$ cat src/rtl/invaders_pkg.sv
// invaders_pkg: shared geometry, widths and FSM encoding for the invaders
// collision logic.
//   NUM_ROWS/NUM_COLS : alien formation size
//   ALIEN_W/ALIEN_H   : alien box size in pixels
//   LASER_W/LASER_H   : laser box size in pixels
//   POS_W             : width of one packed alien coordinate
//   hit_state_t       : hit_detector FSM states
package invaders_pkg;

  localparam int NUM_ROWS = 3;
  localparam int NUM_COLS = 5;
  localparam int ALIEN_W  = 16;
  localparam int ALIEN_H  = 8;
  localparam int LASER_W  = 2;
  localparam int LASER_H  = 8;
  localparam int POINTS   = 10;
  localparam int SCORE_W  = 12;
  localparam int POS_W    = 16;

  typedef enum logic [1:0] {
    IDLE   = 2'd0,
    SCAN   = 2'd1,
    RELOAD = 2'd2
  } hit_state_t;

endpackage

$ cat src/rtl/box_overlap.sv
// box_overlap: combinational axis-aligned rectangle intersection test.
//   a_x/a_y : top-left of box A (A_W x A_H)
//   b_x/b_y : top-left of box B (B_W x B_H)
//   hit     : 1 when the two boxes share at least one pixel
// Comparisons are done one bit wider than the coordinates so that adding a
// box size to a coordinate near the top of the range cannot wrap.
module box_overlap
  import invaders_pkg::*;
#(
  parameter int A_W = LASER_W,
  parameter int A_H = LASER_H,
  parameter int B_W = ALIEN_W,
  parameter int B_H = ALIEN_H
) (
  input  logic [POS_W-1:0] a_x,
  input  logic [POS_W-1:0] a_y,
  input  logic [POS_W-1:0] b_x,
  input  logic [POS_W-1:0] b_y,
  output logic             hit
);

  localparam logic [POS_W:0] AW = (POS_W+1)'(A_W);
  localparam logic [POS_W:0] AH = (POS_W+1)'(A_H);
  localparam logic [POS_W:0] BW = (POS_W+1)'(B_W);
  localparam logic [POS_W:0] BH = (POS_W+1)'(B_H);

  logic [POS_W:0] ax, ay, bx, by;

  assign ax = {1'b0, a_x};
  assign ay = {1'b0, a_y};
  assign bx = {1'b0, b_x};
  assign by = {1'b0, b_y};

  assign hit = (ax < bx + BW) && (ax + AW > bx) &&
               (ay < by + BH) && (ay + AH > by);

endmodule

$ cat src/rtl/hit_detector.sv
// hit_detector: per-frame laser/alien collision scan and kill bookkeeping.
// Owns the alive matrix consumed by alien_formation.
//   clk, reset       : clock, synchronous active-high reset
//   vsync            : frame sync; rising edge starts a frame
//   laser_active     : laser in flight
//   laser_x/laser_y  : laser top-left
//   alien_pos_x/y    : packed alien top-left coords, alien i at [16i +: 16]
//   alive_matrix     : bit i = alien i alive
//   hit_alien        : one-cycle kill pulse
//   kill_row/col     : position of last kill (held)
//   wave_clear       : one-cycle pulse with the kill of the last alien
//   score            : saturating score
// Build option: define HIT_SCORE_EN to include the score counter; without it
// score is tied to zero.
//
// state  | meaning
// IDLE   | waiting for a frame edge
// SCAN   | comparing alien idx against the laser, one alien per clock
// RELOAD | wave was cleared; restore all aliens, no scan this frame
module hit_detector
  import invaders_pkg::*;
#(
  parameter int NUM_ROWS = invaders_pkg::NUM_ROWS,
  parameter int NUM_COLS = invaders_pkg::NUM_COLS,
  parameter int ALIEN_W  = invaders_pkg::ALIEN_W,
  parameter int ALIEN_H  = invaders_pkg::ALIEN_H,
  parameter int LASER_W  = invaders_pkg::LASER_W,
  parameter int LASER_H  = invaders_pkg::LASER_H,
  parameter int POINTS   = invaders_pkg::POINTS,
  parameter int SCORE_W  = invaders_pkg::SCORE_W
) (
  input  logic                               clk,
  input  logic                               reset,
  input  logic                               vsync,
  input  logic                               laser_active,
  input  logic [9:0]                         laser_x,
  input  logic [9:0]                         laser_y,
  input  logic [POS_W*NUM_ROWS*NUM_COLS-1:0] alien_pos_x,
  input  logic [POS_W*NUM_ROWS*NUM_COLS-1:0] alien_pos_y,
  output logic [NUM_ROWS*NUM_COLS-1:0]       alive_matrix,
  output logic                               hit_alien,
  output logic [$clog2(NUM_ROWS)-1:0]        kill_row,
  output logic [$clog2(NUM_COLS)-1:0]        kill_col,
  output logic                               wave_clear,
  output logic [SCORE_W-1:0]                 score
);

  localparam int N     = NUM_ROWS * NUM_COLS;
  localparam int IDX_W = $clog2(N);
  localparam int ROW_W = $clog2(NUM_ROWS);
  localparam int COL_W = $clog2(NUM_COLS);
  localparam logic [IDX_W-1:0] LAST_IDX = IDX_W'(N - 1);
  localparam logic [IDX_W-1:0] COLS_I   = IDX_W'(NUM_COLS);

  hit_state_t       state_q, state_d;
  logic [IDX_W-1:0] idx_q, idx_d;
  logic [N-1:0]     alive_q, alive_d;
  logic             hit_q, hit_d;
  logic             wave_q, wave_d;
  logic [ROW_W-1:0] kill_row_q, kill_row_d;
  logic [COL_W-1:0] kill_col_q, kill_col_d;
  logic             vsync_q;

  logic             frame_edge;
  logic [POS_W-1:0] cur_x, cur_y;
  logic             box_hit;
  logic             overlap;
  logic [N-1:0]     alive_after_kill;

  assign frame_edge = vsync && !vsync_q;

  assign cur_x = alien_pos_x[POS_W*idx_q +: POS_W];
  assign cur_y = alien_pos_y[POS_W*idx_q +: POS_W];

  box_overlap #(
    .A_W(LASER_W),
    .A_H(LASER_H),
    .B_W(ALIEN_W),
    .B_H(ALIEN_H)
  ) u_box_overlap (
    .a_x({{(POS_W-10){1'b0}}, laser_x}),
    .a_y({{(POS_W-10){1'b0}}, laser_y}),
    .b_x(cur_x),
    .b_y(cur_y),
    .hit(box_hit)
  );

  assign overlap          = alive_q[idx_q] && box_hit;
  assign alive_after_kill = alive_q & ~(N'(1) << idx_q);

  always_comb begin
    state_d    = state_q;
    idx_d      = idx_q;
    alive_d    = alive_q;
    hit_d      = 1'b0;
    wave_d     = 1'b0;
    kill_row_d = kill_row_q;
    kill_col_d = kill_col_q;
    case (state_q)
      IDLE: begin
        if (frame_edge) begin
          if (alive_q == '0) begin
            state_d = RELOAD;
          end else if (laser_active) begin
            state_d = SCAN;
            idx_d   = '0;
          end
        end
      end
      SCAN: begin
        if (overlap) begin
          state_d    = IDLE;
          hit_d      = 1'b1;
          alive_d    = alive_after_kill;
          wave_d     = (alive_after_kill == '0);
          kill_row_d = ROW_W'(idx_q / COLS_I);
          kill_col_d = COL_W'(idx_q % COLS_I);
        end else if (idx_q == LAST_IDX) begin
          state_d = IDLE;
        end else begin
          idx_d = idx_q + 1'b1;
        end
      end
      RELOAD: begin
        alive_d = '1;
        state_d = IDLE;
      end
      default: state_d = IDLE;
    endcase
  end

  always_ff @(posedge clk) begin
    if (reset) begin
      state_q    <= IDLE;
      idx_q      <= '0;
      alive_q    <= '1;
      hit_q      <= 1'b0;
      wave_q     <= 1'b0;
      kill_row_q <= '0;
      kill_col_q <= '0;
      vsync_q    <= 1'b0;
    end else begin
      state_q    <= state_d;
      idx_q      <= idx_d;
      alive_q    <= alive_d;
      hit_q      <= hit_d;
      wave_q     <= wave_d;
      kill_row_q <= kill_row_d;
      kill_col_q <= kill_col_d;
      vsync_q    <= vsync;
    end
  end

`ifdef HIT_SCORE_EN
  localparam logic [SCORE_W:0] SCORE_MAX = {1'b0, {SCORE_W{1'b1}}};

  logic [SCORE_W-1:0] score_q, score_d;
  logic [SCORE_W:0]   score_sum;

  assign score_sum = {1'b0, score_q} + (SCORE_W+1)'(POINTS);

  always_comb begin
    score_d = score_q;
    if (state_q == SCAN && overlap) begin
      // saturate instead of wrapping
      score_d = (score_sum > SCORE_MAX) ? SCORE_MAX[SCORE_W-1:0]
                                        : score_sum[SCORE_W-1:0];
    end
  end

  always_ff @(posedge clk) begin
    if (reset) begin
      score_q <= '0;
    end else begin
      score_q <= score_d;
    end
  end

  assign score = score_q;
`else
  assign score = '0;
`endif

  assign alive_matrix = alive_q;
  assign hit_alien    = hit_q;
  assign wave_clear   = wave_q;
  assign kill_row     = kill_row_q;
  assign kill_col     = kill_col_q;

endmodule
$ cat config.mk
export PLATFORM = sky130hd
export DESIGN_NAME = hit_detector
export DESIGN_NICKNAME = d
export VERILOG_FILES = /design/src/rtl/invaders_pkg.sv /design/src/rtl/box_overlap.sv /design/src/rtl/hit_detector.sv
export SDC_FILE = /design/constraint.sdc
export NUM_CORES = 1
export LEC_CHECK = 0
export BUFFER_PORTS_ARGS = -buffer_cell sky130_fd_sc_hd__buf_2
export CORE_AREA = 2 2 210 212
export DETAILED_ROUTE_END_ITERATION = 7
export DIE_AREA = 0 0 212 214
export PLACE_DENSITY_LB_ADDON = 0.15
export SLEW_MARGIN = 10
export SYNTH_ARGS = -nofsm -noshare
export SYNTH_HDL_FRONTEND = slang
export SYNTH_SLANG_ARGS = --single-unit
$ cat constraint.sdc
create_clock -name clk -period 4.95 [get_ports clk]
set_clock_uncertainty 0.15 [all_clocks]
set_input_delay 0.2475 -clock clk [delete_from_list [all_inputs] [get_ports clk]]
set_output_delay 0.2475 -clock clk [all_outputs]
set_load 0.01 [all_outputs]
Word-level counts from Yosys, hierarchy flattened

Cells that the tools add are included.

Logic and storage cells: 72
Flip-flop bits (word level): 29
Output and inout port bits: 34

Reduce and logical (&&, ||, !) cells: 17
Shifts and indexed selects: 3
Bitwise logic cells: 4
Divide/modulo/power cells: 2
Add/subtract/negate cells: 5
Order comparisons: 5
Equal/unequal tests: 11
Muxes and demuxes: 17

Operators with widths:

| kind                    | number |
|---|---|
| $shiftx A240 B9 Y16     | 2 |
| $gt A17 B16 Y1          | 2 |
| $lt A10 B17 Y1          | 2 |
| $logic_not A15 Y1       | 2 |
| $pmux W15 S2            | 1 |
| $mux W4                 | 5 |
| $add A16 B4 Y17 const B | 1 |
| $add A16 B5 Y17 const B | 1 |
| $and A15 B15 Y15        | 1 |
| $mux W15                | 1 |
| $not A15 Y15            | 1 |
| $shl A1 B4 Y15 const A  | 1 |
| $ne A2 B2 Y1 const B    | 6 |
| $add A10 B2 Y11 const B | 1 |
| $add A10 B4 Y11 const B | 1 |
| $mux W2                 | 5 |
| $pmux W4 S2             | 1 |
| $ne A3 B3 Y1 const B    | 2 |
| $reduce_and A6 Y1       | 1 |
| $logic_and A1 B1 Y1     | 5 |
| $lt A4 B5 Y1 const B    | 1 |
| $add A4 B1 Y4 const B   | 1 |
| $bmux W1 S4             | 1 |
| $div A4 B3 Y4 const B   | 1 |
| 14 further kinds        | 18 |

Depth between registers and ports, before layout

Depth in word-level cells: 9
Gate-level depth with buffers: 22

Modules after synthesis

Synthesis repeated with hierarchy kept, for this count alone.

Cells, all modules: 779
Area total of the unflattened synthesis: 7,743.7 sq um

By module, submodules not included:

| module       | area an instance (sq um) | seq. area each (sq um) | cells each | instances |
|---|---|---|---|---|
| hit_detector | 5,492.8                  | 580.6                  | 475        | 1 |
| box_overlap  | 2,250.9                  | 0.0                    | 304        | 1 |

Worst setup path after synthesis

Ideal clock, no wire load.

Path type: register -> register
Start: register idx_q[0]
End: register alive_q[12], in the netlist alive_matrix[12]
Clock period less this slack: 4.971 ns
Path slack: -0.021 ns
Library setup time: 0.114 ns
Arrival time: 4.707 ns
Path buffers: 6
Stages on the path, launching flop included: 21
Cell sequence: dfxtp_1 > buf_4 > buf_4 > buf_2 > buf_2 > buf_1 > mux4_2 > mux4_2 > inv_1 > ha_1 > nor2b_1 > o21a_1 > o21a_1 > o21ai_0 > a21o_1 > a31oi_1 > o2111ai_1 > o2111a_1 > buf_6 > nand4_1 > a21o_1

Cells in the longest elaborated chain, start to end: 9

RTL lines:

| element                          | RTL line            | RTL |
|---|---|---|
| start, declared                  | hit_detector.sv:56  | `logic [IDX_W-1:0] idx_q, idx_d;` |
| start signal, assigned           | hit_detector.sv:144 | `idx_q <= idx_d;` |
| $shiftx A240 B9 Y16              | hit_detector.sv:72  | `assign cur_x = alien_pos_x[POS_W*idx_q +: POS_W];` |
| $add A16 B5 Y17                  | box_overlap.sv:34   | `assign hit = (ax < bx + BW) && (ax + AW > bx) &&` |
| $lt A10 B17 Y1                   | box_overlap.sv:34   |  |
| $logic_and A1 B1 Y1 (2 in a row) | box_overlap.sv:34   |  |
| $logic_and A1 B1 Y1              | box_overlap.sv:35   | `(ay < by + BH) && (ay + AH > by);` |
| $logic_and A1 B1 Y1              | hit_detector.sv:88  | `assign overlap = alive_q[idx_q] && box_hit;` |
| $ne A2 B2 Y1 (no line)           | n/a                 |  |
| $reduce_and A2 Y1 (no line)      | n/a                 |  |
| end signal, assigned             | hit_detector.sv:145 | `alive_q <= alive_d;` |
| end, declared                    | hit_detector.sv:57  | `logic [N-1:0] alive_q, alive_d;` |

Several ways; a longest one is shown, not always the timed one. The select of a mux whose other input is x is not followed.
A chain may end at the register's enable or synchronous reset.

Worst setup path after layout

Start: register idx_q[0]
End: register alive_q[13], in the netlist alive_matrix[13]

The elaborated chain is that of the path after synthesis.

==> results_dict.tcl <==
set metrics [dict create \
    floorplan.die_area_um2 45400 \
    drive_gt1_share_pct 54.2 \
    synth_cells 821 \
    global_route_overflow 0 \
    holdCritPathClass "input port to flop" \
    placeable_core_region_um2 42900 \
    synth_flop_cell "sky130_fd_sc_hd__dfxtp_1" \
    maxClockFrequency_mhz 218 \
    grt_pass1_vias 9537 \
    crit-reg2reg-launch "idx_q[0]$_SDFFE_PP0P_" \
    wl_per_cell_um 22.5 \
    max-cap-violations 0 \
    hold_path_end "vsync_q$_SDFF_PP0_" \
    die_h_um 214 \
    critPathKind "flop to flop" \
    gr-usage-met3_pct 2.11 \
    critical_path.reg2reg.endpoint "alive_matrix[13]$_SDFFE_PP1P_" \
    period_share_pct 92.5 \
    detail_route.wirelength_um 43400 \
    placementRows 76 \
    worstSetupStartpointType "flop" \
    first_pass_iters 5 \
    insertion_delay_ps 270 \
    rsz0062_at_grt "false" \
    worst_hold_path.num_cells 2 \
    post_synth_instance_area_um2 7700 \
    clockRootBuffer "sky130_fd_sc_hd__clkbuf_16" \
    headroom_to_the_max_slew_limit_pct 50.6 \
    worst_ep_required_time_ps 4970 \
    cts_hold_buffers 0 \
    grtUsageTotal_pct 18.3 \
    stdcell_area_um2 11300 \
    powerDensity_nw_per_um2 102 \
    antenna_left 0 \
    synth_seq_area_share_pct 7.54 \
    timing.final.hold_violations 0 \
    synth_edf_count 0 \
    r2r.worst_path.cells 17 \
    mapped_avg_cell_area_um2 9.38 \
    post_dp_area_um2 11100 \
    clkSinkCount 29 \
    initial_core_util_pct 18.0 \
    slew_viol_final 0 \
    final_core_utilization_pct 26.3 \
    finalCriticalPeriod_ps 4580 \
    report.final.setup_viol 0 \
    worst-path-max-fanout 29 \
    synthesis.yosys.warnings 0 \
    p_leak_nw 4.94 \
    grt_first_pass_wirelength_um 62000 \
    io-pin-count 538 \
    area_overhead_of_the_layout_relative_to_synthesis_pct 46.2 \
    grt_start_max_net_pins 36 \
    unique_masters_post_synth 83 \
    final_net_count 1898 \
    worst_path_arrival_time_ps 4600 \
    tightestPinTransition_ps 740 \
    io_buffer_count 525 \
    synth_async_sr_flop_share_pct 0 \
    tritoncts.num_buffers 5 \
    vias_after_detailed_routing 9098 \
    number_of_antenna_violations_at_the_first_check_in_global_routing 7 \
    die_x_um 212 \
    cts_buffer_depth 2 \
    worst-r2r-setup-slack_ps 370 \
    clkSlewWorstSetupHoldPaths_ps 50 \
    grt_use_met2_pct 32.7 \
    outcome "finished clean" \
    vias_per_cell 4.71 \
    setup.worst_path.end_class "flop" \
    cts_tree "done" \
    gr-max-usage-layer "met2" \
    gp_congestion 0.859 \
    setup-tns-final_ps 0 \
    met1_usage_pct 24.4 \
    dp_hpwl_um 38300 \
    cts-htree-levels 2 \
    synth.ff_latch_count 29 \
    hold_path.startpoint "vsync" \
    vdd_drop_max_mv 0.103 \
    detail_route.iter0.violations 456 \
    drc 0 \
]
[metrics by stage]
step	worst slack [ps]	total power, mW	hold slack, ps	std cells
after CTS	210	1.16	92.5	1924
after floorplan	3.19	0.548	226	832
after detailed placement	234	0.867	340	1916
after global routing	7.99	1.24	86.6	1929
after global placement	270	0.867	336	1916
final	369	1.15	93.2	1931
[layer usage]
metal,share of wire (%),vias to the layer above
met4,0.42,4
met5,0.071,-
met3,5.1,16
li1,-,4278
met1,45,4429
met2,49,371
[critical path, stage by stage (launching register included)]
cell,delay (ps)
sky130_fd_sc_hd__dfxtp_4,650
sky130_fd_sc_hd__buf_12,280
sky130_fd_sc_hd__mux4_2,540
sky130_fd_sc_hd__mux4_2,500
sky130_fd_sc_hd__inv_1,100
sky130_fd_sc_hd__ha_1,270
sky130_fd_sc_hd__nor2b_1,150
sky130_fd_sc_hd__o21a_1,160
sky130_fd_sc_hd__o21a_1,170
sky130_fd_sc_hd__o21ai_0,140
sky130_fd_sc_hd__a21o_1,140
sky130_fd_sc_hd__a31oi_1,70
sky130_fd_sc_hd__o2111ai_1,210
sky130_fd_sc_hd__buf_4,160
sky130_fd_sc_hd__o2111a_1,250
sky130_fd_sc_hd__buf_12,190
sky130_fd_sc_hd__nand4_1,120
sky130_fd_sc_hd__a21o_1,190
[sequential cells by signal (all words and copies together) (netlist names)]
register / count
idx_q: 4
alive_matrix: 15
wave_clear: 1
state_q: 2
hit_alien: 1
kill_row: 2
vsync_q: 1
kill_col: 3
[area by class of cell]
class,instances,area [um2]
fillers,4710,31600
well taps,585,732
multi-input cells,687,6510
inverters,39,146
clock buffers,6,129
diodes,4,10.0
repair buffers,579,3130
clock inverters,2,10.0
flip-flops and latches,29,593
[how the worst max path moves through the flow]
stage                                      from  slack, ps  cells past startpoint                            end
after floorplan           idx_q[0]$_SDFFE_PP0P_          3                     20  alive_matrix[12]$_SDFFE_PP1P_
after detailed placement  idx_q[0]$_SDFFE_PP0P_        230                     18  alive_matrix[13]$_SDFFE_PP1P_
after global placement    idx_q[0]$_SDFFE_PP0P_        270                     18  alive_matrix[13]$_SDFFE_PP1P_
after CTS                 idx_q[0]$_SDFFE_PP0P_        210                     18  alive_matrix[13]$_SDFFE_PP1P_
after global routing      idx_q[0]$_SDFFE_PP0P_          8                     15          idx_q[0]$_SDFFE_PP0P_
final                     idx_q[0]$_SDFFE_PP0P_        370                     17  alive_matrix[13]$_SDFFE_PP1P_
[cell families after synthesis]
logic type | after synthesis | share of synthesized area [%]
compound gates | 195 | 19.2
xor+xnor | 28 | 3.18
fa+ha+maj | 53 | 8.61
buf+inv | 116 | 8.75
flops | 29 | 7.54
mux | 187 | 39.1
other cells | 1 | 0.0487
simple gates | 212 | 13.5
[layout by cell type (no fill, tap or decap), types with 15 or more instances in the layout]
| cell type | netlist | layout |
|---|---|---|
| sky130_fd_sc_hd__inv_1 | 38 | 37 |
| sky130_fd_sc_hd__a221oi_1 | 22 | 21 |
| sky130_fd_sc_hd__nor2_1 | 51 | 51 |
| sky130_fd_sc_hd__buf_4 | 22 | 46 |
| sky130_fd_sc_hd__mux4_2 | 85 | 85 |
| sky130_fd_sc_hd__ha_1 | 53 | 53 |
| sky130_fd_sc_hd__mux2_2 | 27 | 27 |
| sky130_fd_sc_hd__dfxtp_1 | 29 | 25 |
| sky130_fd_sc_hd__o21ai_0 | 27 | 27 |
| sky130_fd_sc_hd__nand2_1 | 61 | 61 |
| sky130_fd_sc_hd__a21oi_1 | 27 | 26 |
| sky130_fd_sc_hd__mux2i_1 | 69 | 69 |
| sky130_fd_sc_hd__nand3_1 | 25 | 25 |
| sky130_fd_sc_hd__nand4_1 | 15 | 15 |
| sky130_fd_sc_hd__xnor2_1 | 22 | 22 |
| sky130_fd_sc_hd__buf_2 | 15 | 525 |
[synthesized netlist by cell type (15+ instances only)]
master                      n  share of area [%]
sky130_fd_sc_hd__mux4_2    85                 25
sky130_fd_sc_hd__mux2i_1   69                9.0
sky130_fd_sc_hd__nand2_1   61                3.0
sky130_fd_sc_hd__ha_1      53                8.6
sky130_fd_sc_hd__nor2_1    51                2.5
sky130_fd_sc_hd__inv_1     38                1.9
sky130_fd_sc_hd__dfxtp_1   29                7.5
sky130_fd_sc_hd__a21oi_1   27                1.8
sky130_fd_sc_hd__mux2_2    27                3.9
sky130_fd_sc_hd__o21ai_0   27                1.8
sky130_fd_sc_hd__nand3_1   25                1.6
sky130_fd_sc_hd__a221oi_1  22                2.5
sky130_fd_sc_hd__buf_4     22                2.1
sky130_fd_sc_hd__xnor2_1   22                2.5
sky130_fd_sc_hd__clkbuf_1  19               0.93
sky130_fd_sc_hd__buf_2     15               0.97
sky130_fd_sc_hd__nand4_1   15                1.2
[report_power, final]
part	leakage (nW)	switching [mW]	internal [mW]
Sequential	0.238	0.00431	0.234
Clock	0.0706	0.107	0.184
Combinational	4.64	0.292	0.332
Total	4.94	0.403	0.750
[timing repair]
item	in CTS	in global routing
endpoints found under the setup margin	0	12
gates resized for setup	0	1
buffers inserted	0	3
(Power assumes the default switching activity.)
